$ cat src/rtl/modulo_counter_pkg.sv
// Shared constants and next-count rule for the modulo counter.
// next_count() is used by the RTL and available to verification models.
package modulo_counter_pkg;

    // Widest counter next_count() can serve; callers zero-extend.
    localparam int CNT_W = 32;

    localparam logic DIR_UP   = 1'b1;
    localparam logic DIR_DOWN = 1'b0;

    // Returns {wrap, next}.
    // Up: a count at or beyond the terminal folds back to zero and wraps.
    // Down: zero reloads the terminal and wraps.
    //       An out-of-range value snaps to the terminal without wrapping.
    function automatic logic [CNT_W:0] next_count(
        input logic [CNT_W-1:0] q,
        input logic [CNT_W-1:0] term,
        input logic             up
    );
        logic [CNT_W:0] r;
        if (up == DIR_UP) begin
            if (q >= term) r = {1'b1, {CNT_W{1'b0}}};
            else           r = {1'b0, q + 1'b1};
        end else begin
            if (q == '0)       r = {1'b1, term};
            else if (q > term) r = {1'b0, term};
            else               r = {1'b0, q - 1'b1};
        end
        return r;
    endfunction

endpackage

$ cat src/rtl/modulo_counter_window_compare.sv
// Half-open window test: start <= value < end, unsigned.
// Ports: value_i, start_i, end_i in; in_win_o out (0 when start >= end).
module window_compare #(
    parameter int WIDTH = 8
) (
    input  logic [WIDTH-1:0] value_i,
    input  logic [WIDTH-1:0] start_i,
    input  logic [WIDTH-1:0] end_i,
    output logic             in_win_o
);

    assign in_win_o = (value_i >= start_i) && (value_i < end_i);

endmodule

$ cat src/rtl/modulo_counter.sv
// Cascadable programmable modulo counter for the HDMI TX timing chain.
// Ports: clock, MR (async reset), SCLR, PE_n/Dn load, CEP/CET enables,
//        UP, TERM, WIN_START/WIN_END in; Qn_out, TC_out, WRAP_out, WIN_out out.
module modulo_counter
    import modulo_counter_pkg::*;
#(
    parameter int               WIDTH       = 8,
    parameter logic [WIDTH-1:0] RESET_VALUE = '0
) (
    input  logic             clock,
    input  logic             MR,
    input  logic             SCLR,
    input  logic             PE_n,
    input  logic [WIDTH-1:0] Dn,
    input  logic             CEP,
    input  logic             CET,
    input  logic             UP,
    input  logic [WIDTH-1:0] TERM,
    input  logic [WIDTH-1:0] WIN_START,
    input  logic [WIDTH-1:0] WIN_END,
    output logic [WIDTH-1:0] Qn_out,
    output logic             TC_out,
    output logic             WRAP_out,
    output logic             WIN_out
);

    logic [WIDTH-1:0] q_q, q_d;
    logic             wrap_q, wrap_d;
    logic             win_q, win_d;
    logic             rst_q;
    logic             win_rst;
    logic [CNT_W:0]   nc;
    logic             unused_nc;

    assign nc = next_count(CNT_W'(q_q), CNT_W'(TERM), UP);
    assign unused_nc = ^nc;

    always_comb begin
        q_d    = q_q;
        wrap_d = 1'b0;
        if (SCLR) begin
            q_d = RESET_VALUE;
        end else if (!PE_n) begin
            q_d = Dn;
        end else if (CEP && CET) begin
            q_d    = nc[WIDTH-1:0];
            wrap_d = nc[CNT_W];
        end
    end

    // Window flag is computed on the next-state count so it
    // lands in the same cycle as the count it describes.
    window_compare #(.WIDTH(WIDTH)) u_win_next (
        .value_i  (q_d),
        .start_i  (WIN_START),
        .end_i    (WIN_END),
        .in_win_o (win_d)
    );

    // Until the first edge after reset there is no registered flag,
    // so the reset count is compared directly.
    window_compare #(.WIDTH(WIDTH)) u_win_rst (
        .value_i  (RESET_VALUE),
        .start_i  (WIN_START),
        .end_i    (WIN_END),
        .in_win_o (win_rst)
    );

    always_ff @(posedge clock or posedge MR) begin
        if (MR) begin
            q_q    <= RESET_VALUE;
            wrap_q <= 1'b0;
            win_q  <= 1'b0;
            rst_q  <= 1'b1;
        end else begin
            q_q    <= q_d;
            wrap_q <= wrap_d;
            win_q  <= win_d;
            rst_q  <= 1'b0;
        end
    end

    assign Qn_out   = q_q;
    assign WRAP_out = wrap_q;
    assign WIN_out  = rst_q ? win_rst : win_q;

    // Carry-out ignores CEP so a paused low stage still gates the next.
    assign TC_out = CET && ((UP == DIR_UP) ? (q_q >= TERM) : (q_q == '0));

endmodule

$ cat config.mk
export PLATFORM = sky130hd
export DESIGN_NAME = modulo_counter
export DESIGN_NICKNAME = d
export VERILOG_FILES = /design/src/rtl/modulo_counter_pkg.sv /design/src/rtl/modulo_counter_window_compare.sv /design/src/rtl/modulo_counter.sv
export SDC_FILE = /design/constraint.sdc
export NUM_CORES = 1
export LEC_CHECK = 0
export CORE_ASPECT_RATIO = 1.5
export CORE_MARGIN = 1.5
export CORE_UTILIZATION = 40
export DETAILED_ROUTE_END_ITERATION = 8
export GPL_ROUTABILITY_DRIVEN = 0
export GPL_TIMING_DRIVEN = 0
export PLACE_DENSITY = 0.75
export SLEW_MARGIN = 20
export SYNTH_ARGS = -nofsm -noshare
export SYNTH_HDL_FRONTEND = slang
export SYNTH_HIERARCHICAL = 1
export SYNTH_SLANG_ARGS = --single-unit
$ cat constraint.sdc
create_clock -name clock -period 3.5 [get_ports clock]
set_clock_uncertainty 0.2 [all_clocks]
set_input_delay 0.7 -clock clock [delete_from_list [all_inputs] [get_ports clock]]
set_output_delay 0.7 -clock clock [all_outputs]
set_load 0.03 [all_outputs]
==> summary.txt <==
Logic synthesis
  – Most used standard cell by instance count after synthesis: inv_1
  – Syn. warnings: 6
  – Netlist cell types: 54
  – Synth async-reset ratio: 100%
  – Post-Synthesis Cells: 273
  – Synth top cells by count: 44 x inv_1, 41 x ha_1, 28 x nor2_1, 19 x a21oi_1, 17 x nand2_1
  – Sequential area share after synthesis: 13.2%
  – Mean post-synth cell area: 7.69 sq um
  – Top post-synthesis cells by area: ha_1 24%, dfrtp_1 12%, inv_1 7.9%
  – Synth area leader: ha_1
  – Netlist Area Pre-Place: 2100 sq um
  – Post-synth top flop: dfrtp_1
  – Top cell type's share of synthesized area: 24.4%
  – Number of flops mapped to enable cells by yosys: 0
  – Seq cells post-synth: 11

GRT
  – First-pass GRT wire length: 10.0 mm
  – Global route overflow: 0
  – Initial antenna violation count: 0
  – Tot GR Track Use: 21.6%
  – Largest net degree at the start of global routing: 12
  – Vias in the first global route: 2337

Detailed routing
  – DR vias: 2321
  – DRT Pass-1 Iters: 6
  – DRT antenna net count: 0
  – Routed vias/inst: 5.46
  – Starting DRT DRC Count: 98
  – WL/cell: 14.9 um
  – Post-Route WL: 6.35 mm
  – Drt drc: 0

Floorplanning
  – Die area: 5700 sq um
  – Core area: 5080 sq um
  – Boundary pin count: 50
  – Rows: 32
  – Die extent in y: 91.7 um
  – Initial Util: 41.3%
  – Die Wd: 62.1 um

Worst setup path
  – Crit path capture type: flop
  – Crit path kind: in2reg
  – CP max-delay cell: ha_1
  – Cells along the critical path: buf_6, inv_2, ha_4, nand4_1, nor2_4, buf_4, and4b_1, buf_6, buf_4, a31oi_1, o2bb2ai_2, ha_1, a21oi_1, nor2_1, a211oi_1, o311a_1
  – Worst Path Required: 3470 ps
  – CP Launch Type: input port
  – Worst Path Max Fanout: 5
  – CP peak stage delay: 340 ps
  – Crit path arrival time: 3650 ps

Clock tree
  – Worst-Skew Late Latency: 240 ps
  – CTS Sinks: 11
  – CTS tree: built
  – Root Buffer: clkbuf_8
  – CTS clk-pin slew, worst paths: 50 ps
  – Maximum clock insertion buffer count: 2
  – CTS Buf Count: 3
  – CTS Hold Bufs: 0
  – Htree depth: 1

Timing
  – Final-report setup violation count: 1
  – Tcrit/Tclk final: 105%
  – Setup ws final: -179 ps
  – Hold Vio Cnt, Final: 0
  – Total negative setup slack: -179 ps
  – Final Max Tran Viols: 0
  – FMAX: 0.272 GHz
  – Worst rel slew slack: 57.4%
  – Unrepaired setup endpoints after global routing: yes
  – Final Critical Period: 3680 ps
  – Worst slew pin tran: 638 ps

Cells and area
  – Final instance area: 3230 sq um
  – Area taken by multi-input logic gates: 1950 sq um
  – Sequential Area: 280 sq um
  – P&R area growth vs syn: 54.0%
  – Share of layout cells above drive strength 1: 26.9%
  – Fillcell total: 426
  – Antenna Cells: 0
  – Final nets: 438

Worst hold path
  – Worst Hold Class: in2async

Place
  – Buffers on Ports: 48
  – Placement Cell Area: 2840 sq um
  – DP Wirelength: 4.76 mm

Power and ir drop
  – P_sw: 0.357 mW
  – Worst VDD drop: 0.000140 V
  – Clock power share: 14.7%
  – Internal power: 0.491 mW
  – Switching Share: 42.1%
  – Combinational share of power: 66.1%
  – Cell Pwr Density: 262 nW/um^2
  – P_leak: 1.47 nW
  – Seq pwr share: 19.3%

Status
  – Outcome: finished, violations left
  – Failing checks: negative setup slack

Flow run
  – Max-cap violation count: 0
[critical path: cells and delay by family]
family,cells,cell delay (ps)
AOI/OAI and AO/OA,5,1110
adders and majority gates,2,630
buffers and inverters,5,550
and+or+nand+nor,4,640
[routing by layer]
layer  vias up  routed length [um]  global-route usage (%)
met5         -                   0                       0
met4         0                 380                    15.2
met3        33                 324                    2.45
met2       107                3560                    41.4
met1      1063                2080                    21.2
li1       1118                   -                       -
[cells in the final DEF (no fill, tap or decap), types with 10 or more instances in the layout]
master | netlist | final
ha_4 | 0 | 10
clkdlybuf4s50_1 | 0 | 35
nand2_1 | 17 | 17
ha_1 | 41 | 30
inv_1 | 44 | 36
buf_6 | 3 | 10
nor2_1 | 28 | 26
a21oi_1 | 19 | 18
buf_4 | 2 | 16
conb_1 | 1 | 17
[stage by stage]
stage	power, mW	hold slack, ps	setup WS, ps	cells	utilization [%]
after floorplan	0.474	352	1.89	289	-
after global placement	0.603	706	-844	405	55.8
after detailed placement	0.616	722	-895	405	55.8
after CTS	0.791	551	-39.5	418	60.6
after global routing	0.909	588	-236	425	63.5
final	0.847	540	-179	425	63.5
[power by group through the flow]
stage	logic (mW)	clock network, mW	registers (mW)
2_1_floorplan	0.296	0	0.178
3_3_place_gp	0.441	0	0.162
3_5_place_dp	0.453	0	0.162
4_1_cts	0.501	0.126	0.164
5_1_grt	0.608	0.136	0.165
6_report	0.560	0.124	0.163
[final timing paths]
| kind | startpoint | to | slack, ps | cells after the start |
|---|---|---|---|---|
| worst min register to register | Qn_out[7]$_DFF_PP0_ | Qn_out[7]$_DFF_PP0_ | 620 | 2 |
| min in group clock | TERM[7] | Qn_out[7]$_DFF_PP0_ | 600 | 3 |
| worst max register to register | Qn_out[0]$_DFF_PP0_ | win_q$_DFF_PP0_ | -120 | 15 |
| worst max-delay path | TERM[3] | win_q$_DFF_PP0_ | -180 | 16 |
| max in group asynchronous | MR | rst_q$_DFF_PP1_ | 2250 | 2 |
| worst min-delay path | MR | Qn_out[5]$_DFF_PP0_ | 540 | 2 |
[registers in the layout, summed over array words and instances, names as in the netlist]
signal,count
Qn_out,8
WRAP_out,1
rst_q,1
win_q,1
[cell type report]
cell class,instances,share of cell area [%]
Multi-Input combinational cell,222,60.2
Timing Repair Buffer,65,19.2
Sequential cell,11,8.68
Inverter,44,5.46
Tap cell,68,2.63
Buffer,11,2.36
Clock buffer,4,1.39
[timing repair]
item	CTS	global route
gates resized for setup	77	18
setup endpoints to repair	3	3
setup buffers	9	8
pin swaps	26	22
[logic make-up after synthesis]
family	Yosys count	synth area share [%]
simple gates	86	22.8
compound gates	65	21.2
buf+inv	56	11.6
fa+ha+maj	41	24.4
mux	11	5.72
flops	11	13.2
xor+xnor	2	0.835
other cells	1	0.179
Power figures use the tool's default switching activity.
